### src/rtl/uart_frame_rx.sv
// uart_frame_rx: oversampling UART receiver.
// Frame format: start (low), DATA_SIZE bits LSB first, one stop (high).
// Every decision uses the synchronized line rx_s. A frame only starts on a
// low that follows a genuine high sample, so a line that is already low
// after reset is treated like a break rather than a start edge.
module uart_frame_rx #(
  parameter int CLK_BAUD_RATIO = 25,
  parameter int DATA_SIZE      = 8
) (
  input  logic                 clk_in,
  input  logic                 rst_in,
  input  logic                 rx_in,
  output logic [DATA_SIZE-1:0] data_out,
  output logic                 new_data_out,
  output logic                 frame_err_out,
  output logic                 busy_out
);

  localparam int BAUD_W = $clog2(CLK_BAUD_RATIO);
  localparam int BIT_W  = $clog2(DATA_SIZE + 1);

  localparam logic [BAUD_W-1:0] BAUD_ZERO = BAUD_W'(0);
  localparam logic [BAUD_W-1:0] BAUD_ONE  = BAUD_W'(1);
  // Last baud count of a bit period: sample points are exactly one period apart.
  localparam logic [BAUD_W-1:0] BAUD_LAST = BAUD_W'(CLK_BAUD_RATIO - 1);
  // START is entered one cycle after the edge, so mid-bit is one count earlier.
  localparam logic [BAUD_W-1:0] BAUD_MID  = BAUD_W'(CLK_BAUD_RATIO / 2 - 1);
  localparam logic [BIT_W-1:0]  BIT_ZERO  = BIT_W'(0);
  localparam logic [BIT_W-1:0]  BIT_ONE   = BIT_W'(1);
  localparam logic [BIT_W-1:0]  BIT_LAST  = BIT_W'(DATA_SIZE - 1);

  typedef enum logic [2:0] {
    IDLE  = 3'd0,
    START = 3'd1,
    DATA  = 3'd2,
    STOP  = 3'd3,
    BREAK = 3'd4
  } state_t;

  state_t                state_q, state_d;
  logic [BAUD_W-1:0]     baud_q, baud_d;
  logic [BIT_W-1:0]      bit_q, bit_d;
  logic [DATA_SIZE-1:0]  shift_q, shift_d;
  logic [DATA_SIZE-1:0]  data_q, data_d;
  logic                  new_data_q, new_data_d;
  logic                  frame_err_q, frame_err_d;
  logic                  busy_q, busy_d;
  logic                  sync_meta_q, sync_meta_d;
  logic                  sync_q, sync_d;
  // warm_q[1] marks that the synchronizer holds real line samples, not reset ones.
  logic [1:0]            warm_q, warm_d;
  // armed_q: a genuine high has been seen, so a following low is a start edge.
  logic                  armed_q, armed_d;
  logic                  rx_s;

  assign rx_s = sync_q;

  // Synchronizer chain and start-edge qualification.
  always_comb begin
    sync_meta_d = rx_in;
    sync_d      = sync_meta_q;
    warm_d      = {warm_q[0], 1'b1};
    armed_d     = armed_q | (warm_q[1] & rx_s);
  end

  // Frame FSM: next state, counters, shift register and output pulses.
  always_comb begin
    state_d     = state_q;
    baud_d      = baud_q;
    bit_d       = bit_q;
    shift_d     = shift_q;
    data_d      = data_q;
    new_data_d  = 1'b0;
    frame_err_d = 1'b0;
    case (state_q)
      IDLE: begin
        baud_d = BAUD_ZERO;
        bit_d  = BIT_ZERO;
        if (armed_q && !rx_s) begin
          state_d = START;
        end else begin
          state_d = IDLE;
        end
      end
      START: begin
        if (baud_q == BAUD_MID) begin
          baud_d = BAUD_ZERO;
          bit_d  = BIT_ZERO;
          if (!rx_s) begin
            state_d = DATA;
          end else begin
            state_d = IDLE;
          end
        end else begin
          baud_d = baud_q + BAUD_ONE;
        end
      end
      DATA: begin
        if (baud_q == BAUD_LAST) begin
          baud_d = BAUD_ZERO;
          for (int i = 0; i < DATA_SIZE; i++) begin
            if (bit_q == BIT_W'(i)) begin
              shift_d[i] = rx_s;
            end else begin
              shift_d[i] = shift_q[i];
            end
          end
          if (bit_q == BIT_LAST) begin
            bit_d   = BIT_ZERO;
            state_d = STOP;
          end else begin
            bit_d = bit_q + BIT_ONE;
          end
        end else begin
          baud_d = baud_q + BAUD_ONE;
        end
      end
      STOP: begin
        if (baud_q == BAUD_LAST) begin
          baud_d = BAUD_ZERO;
          if (rx_s) begin
            data_d     = shift_q;
            new_data_d = 1'b1;
            state_d    = IDLE;
          end else begin
            frame_err_d = 1'b1;
            state_d     = BREAK;
          end
        end else begin
          baud_d = baud_q + BAUD_ONE;
        end
      end
      BREAK: begin
        if (rx_s) begin
          state_d = IDLE;
        end else begin
          state_d = BREAK;
        end
      end
      default: begin
        state_d = IDLE;
        baud_d  = BAUD_ZERO;
        bit_d   = BIT_ZERO;
      end
    endcase
    busy_d = (state_d != IDLE);
  end

  // All state and output registers; reset returns to a quiet idle receiver.
  always_ff @(posedge clk_in or posedge rst_in) begin
    if (rst_in) begin
      state_q     <= IDLE;
      baud_q      <= BAUD_ZERO;
      bit_q       <= BIT_ZERO;
      shift_q     <= {DATA_SIZE{1'b0}};
      data_q      <= {DATA_SIZE{1'b0}};
      new_data_q  <= 1'b0;
      frame_err_q <= 1'b0;
      busy_q      <= 1'b0;
      sync_meta_q <= 1'b1;
      sync_q      <= 1'b1;
      warm_q      <= 2'b00;
      armed_q     <= 1'b0;
    end else begin
      state_q     <= state_d;
      baud_q      <= baud_d;
      bit_q       <= bit_d;
      shift_q     <= shift_d;
      data_q      <= data_d;
      new_data_q  <= new_data_d;
      frame_err_q <= frame_err_d;
      busy_q      <= busy_d;
      sync_meta_q <= sync_meta_d;
      sync_q      <= sync_d;
      warm_q      <= warm_d;
      armed_q     <= armed_d;
    end
  end

  assign data_out      = data_q;
  assign new_data_out  = new_data_q;
  assign frame_err_out = frame_err_q;
  assign busy_out      = busy_q;

endmodule

### config.mk
export PLATFORM = sky130hd
export DESIGN_NAME = uart_frame_rx
export DESIGN_NICKNAME = d
export VERILOG_FILES = /design/src/rtl/uart_frame_rx.sv
export SDC_FILE = /design/constraint.sdc
export NUM_CORES = 1
export LEC_CHECK = 0
export BUFFER_PORTS_ARGS = -buffer_cell sky130_fd_sc_hd__buf_2
export CORE_UTILIZATION = 30
export CTS_BUF_LIST = sky130_fd_sc_hd__clkbuf_4 sky130_fd_sc_hd__clkbuf_8
export DETAILED_ROUTE_END_ITERATION = 8
export HOLD_SLACK_MARGIN = 0.02
export PLACE_DENSITY = 0.52
export SLEW_MARGIN = 20
export SYNTH_ARGS = -nofsm -noshare
export SYNTH_HDL_FRONTEND = slang
export SYNTH_SLANG_ARGS = --single-unit
export TNS_END_PERCENT = 5
### constraint.sdc
create_clock -name clk_in -period 1.85 [get_ports clk_in]
set_input_delay 0.0925 -clock clk_in [delete_from_list [all_inputs] [get_ports clk_in]]
set_output_delay 0.0925 -clock clk_in [all_outputs]
set_load 0.1 [all_outputs]
======== After elaboration in Yosys (flattened, before gate mapping) ========
Cells that the tools add are included.
operators by class
  multiplexer cells ....................... 21
  bitwise gates (word level) .............. 3
  reductions and logical operators ........ 17
  add/subtract/negate cells ............... 2
  equality and inequality tests ........... 15
operators with widths
  operator                                                         count
  3-bit AND reduction                                              10
  4-bit by 3-bit == test with 1-bit output, second input constant  4
  3-bit 2-to-1 mux                                                 5
  3-bit one-hot mux with 5 select lines                            1
  5-bit one-hot mux with 3 select lines                            1
  4-bit 2-to-1 mux                                                 3
  4-bit one-hot mux with 3 select lines                            1
  5-bit 2-to-1 mux                                                 2
  4-bit by 2-bit == test with 1-bit output, second input constant  2
  1-bit 2-to-1 mux                                                 7
  3-bit by 2-bit == test with 1-bit output, second input constant  2
  5-bit by 1-bit adder with 5-bit output, second input constant    1
  5-bit by 4-bit == test with 1-bit output, second input constant  1
  5-bit == test, second input constant                             1
  4-bit by 1-bit adder with 4-bit output, second input constant    1
  4-bit by 1-bit == test with 1-bit output, second input constant  1
  4-bit logical NOT                                                1
  2-bit != test, second input constant                             2
  2-bit OR reduction                                               2
  3-bit by 1-bit == test with 1-bit output, second input constant  1
  3-bit == test, second input constant                             1
  3-bit logical NOT                                                1
  3-bit nonzero test                                               1
  2-bit 2-to-1 mux                                                 1
  other kinds (5)                                                  5
word-level totals
  output and inout bits ................... 11
  word-level logic and storage cells ...... 77
  bits of input ports ..................... 3
  register bits after elaboration ......... 36

======== Logic depth before layout (Yosys ltp) ========
  word-level depth ........................ 5
  depth in mapped cells ................... 6
  mapped depth without buffers ............ 6

======== Worst setup path after synthesis ========
Ideal clock, no wire load.
  path kind ............................... register to register
  start ................................... reg baud_q[0]
  end ..................................... reg shift_q[7]
  arrival ................................. 1.584 ns
  setup time .............................. 0.125 ns
  setup slack ............................. 0.141 ns
  path buffers ............................ 0
  required time ........................... 1.725 ns
  cell stages (with the launch flop) ...... 7
  period minus slack after synthesis ...... 1.709 ns
  cells stage by stage .................... dfrtp_1 > inv_1 > ha_1 > nand4b_4 > nor4_4 > nand2_1 > mux2_4
between the ends
  cells in the longest elaborated chain, start to end .. 2
RTL lines
  item                           RTL line  source
  start: declaration             41        logic [BAUD_W-1:0] baud_q, baud_d;
  start signal: assignment       166       baud_q <= baud_d;
  5-bit == test                  99        if (baud_q == BAUD_LAST) begin
  3-bit AND reduction (no line)  n/a
  end signal: assignment         155       shift_q <= {DATA_SIZE{1'b0}};
  end signal: assignment         168       shift_q <= shift_d;
  end: declaration               43        logic [DATA_SIZE-1:0] shift_q, shift_d;
No other way between the ends.
A chain may end at the register's enable or synchronous reset.

======== Worst setup path after layout ========
  start ................................... reg baud_q[0]
  end ..................................... reg shift_q[2]
Same word-level chain as after synthesis.

==> impl_metrics.toml <==
[run_status]
status = "completed"

[drt]
drtPass1Iterations = 4
totalWireLength_um = 3231
first_iter_violations = 53
vias = 1150
avgViaCountPerCell = 4.713
routedWlPerCell_um = 13.24
ant_nets = 0
drc = 0

[global_routing]
first_global_vias = 1220
grt.total_usage = 0.1205
antenna_found_initial = 0
grt-ovfl-total = 0
grt_pass1_wl_um = 5637
grt_max_degree = 22

[sta]
tightest_slew_ns = 0.6321
finClkSkew_ns = 0.006982
rsz0062_at_grt = "true"
hold_viol = 0
min_period_ns = 1.778
fin_crit_sh = 0.9611
setup_slack_ns = 0.07204
fmax_mhz = 562.4
setup_viol = 0
relSlewSlack = 0.5781
finalMaxSlewViolations = 0
timing.hold.ws_ns = 0.3581

[worst_setup_path]
required_ns = 2.02
worst_ep_arrival_time_ns = 1.95
path_max_fanout = 4
critical_path_class = "flip-flop to flip-flop"
end_kind = "flip-flop"
rr_worst_depth = 6
worstSetupStartpointType = "flip-flop"

[logic_synthesis]
synth_edf_count = 0
synth_top_family_by_area = "simple AND/OR/NAND/NOR gates"
synth-seq-cells = 36
ys_seq_area_frac = 0.5202
yosysWarnings = 0
synth.area.mux_share = 0.1124
yosys.cell_types.count = 44
syn_area_sq_um = 1737
ys.flop_type = "dfrtp_1"
yosys.area_share.simple = 0.1866
synth.avg_cell_area_sq_um = 11.66
syn_nets = 158
synthArstFlopShare = 1.000
netlist_instances = 149
synth-compound-area-share = 0.09438
synth-adder-area-share = 0.04323
synthXorXnorAreaFrac = 0.01009

[cells_and_area]
stdcell_count = 244
final_nets = 180
layout_commonest_cell = "dfrtp_1"
mostFrequentLayoutCells = "34 x dfrtp_1, 14 x nand2_1, 13 x buf_2"
layout-drive-gt1-share = 0.2907
syn_to_final_growth_pct = 19.52
diodes = 0

[job]
drv_cap = 0

[floorplanning]
std_cell_rows = 27
die-area_sq_um = 6097
die_y_um = 78.09
io_pins = 14
fp.dieW_um = 78.09
core_sq_um = 5540
start_util = 0.3135

[pwr]
irDropWorstVdd_mv = 0.5235
p_total_mw = 2.266
leakagePower_nw = 1.024
power_density_nw_per_um2 = 1092

[clock_tree]
clock_sinks = 36
cts_buffer_depth = 2
cts.reportedPaths.clkPinSlew_ns = 0.07
cts_tree = "done"
numCtsBuffers = 5
cts_setup_buffers = 0
cts_root_buffer = "clkbuf_8"
worstSkewPairLatency_ns = 0.28
cts-htree-levels = 2

[placement]
hpwl_um = 2294
dp_slack_ns = 0.01095
place_congestion = 0.7527
dp_cells = 234
port_buffers = 13

[worst_hold_path]
hold_depth = 0
hp-class = "flip-flop to flip-flop"
kinds of logic (layout without fill, tap and decap cells):
logic type                 count (synthesis)  in the layout
AOI/OAI and AO/OA                         24             24
xor gates and xnor gates                   2              2
adders and majority gates                  6              6
buffers and inverters                     14             37
DFF                                       36             36
muxes                                     17             17
other                                      1              1
and+or+nand+nor                           49             49
path summary, 6_finish.rpt:
path,startpoint,endpoint,slack (ns)
setup / recovery,baud_q[0]$_DFFE_PP0P_,shift_q[2]$_DFFE_PP0P_,0.07
hold / removal,warm_q[0]$_DFF_PP0_,warm_q[1]$_DFF_PP0_,0.36
setup reg to reg,baud_q[0]$_DFFE_PP0P_,shift_q[2]$_DFFE_PP0P_,0.07
hold reg to reg,warm_q[0]$_DFF_PP0_,warm_q[1]$_DFF_PP0_,0.36
max in group asynchronous,rst_in,baud_q[2]$_DFFE_PP0P_,0.88
min in group asynchronous,rst_in,data_out[5]$_DFFE_PP0P_,0.44
per-layer routing:
layer  share of wire  up-vias  track usage
met5               0        -            0
met4           0.016        0      0.05000
met3           0.027        6      0.03837
met2            0.48       15       0.1912
li1                -      565            -
met1            0.48      564       0.1511
critical path: stages (launching register included):
cell and delay (ns):
dfrtp_1 0.40, inv_1 0.09, ha_1 0.24, nand4b_4 0.18, nor4b_4 0.34, nand2_1 0.10
mux2_1 0.32
sequential cells by signal (all words and copies together) (netlist names):
register       cells
busy_out           1
data_out           8
rx_s               1
shift_q            8
sync_d             1
armed_q            1
baud_q             5
frame_err_out      1
warm_q             2
state_q            3
new_data_out       1
bit_q              4
synthesized netlist by cell type, types with 2 or more instances:
library cell,instances,area (sq um)
dfrtp_1,34,850.8
nand2_1,14,52.55
mux2_2,12,135.1
inv_1,9,33.78
a21oi_1,8,40.04
ha_1,6,75.07
nor2_1,6,22.52
nand2b_1,5,31.28
clkbuf_1,4,15.01
mux2_1,4,45.04
a22o_1,3,26.28
nand3_1,3,15.01
nor2b_1,3,18.77
o21ai_0,3,15.01
or3_1,3,18.77
a31oi_1,2,12.51
and3_1,2,12.51
dfstp_2,2,52.55
layout make-up:
| class | count | area (sq um) |
|---|---|---|
| clock buffers | 6 | 76.32 |
| clock inverters | 2 | 35.03 |
| fillers | 561 | 3465 |
| flip-flops and latches | 36 | 903.4 |
| multi-input cells | 99 | 802.0 |
| inverters | 9 | 33.78 |
| repair buffers | 20 | 135.1 |
| well taps | 72 | 90.09 |
where the power goes:
part	leakage [nW]	switching (mW)	internal, mW
sequential	0.468	0.153	0.873
combinational	0.497	0.327	0.231
clock	0.0586	0.268	0.414
total	1.02	0.748	1.52
metrics by stage:
stage / TNS [ns] / instance area, sq um / utilization
floorplan: 0 / 1737 / -
global placement: 0 / 1922 / 0.3469
detailed placement: 0 / 1922 / 0.3469
CTS: 0 / 2061 / 0.3720
global route: -0.001368 / 2076 / 0.3747
finish: 0 / 2076 / 0.3747
what timing repair did:
item | in CTS | in global routing
hold buffers | 2 | 0
resized for setup | 1 | 3
pin swaps | 1 | 1
endpoints found under the hold margin | 14 | 0
setup endpoints to repair | 5 | 13
Note: power is estimated with default switching activity, not from simulation.
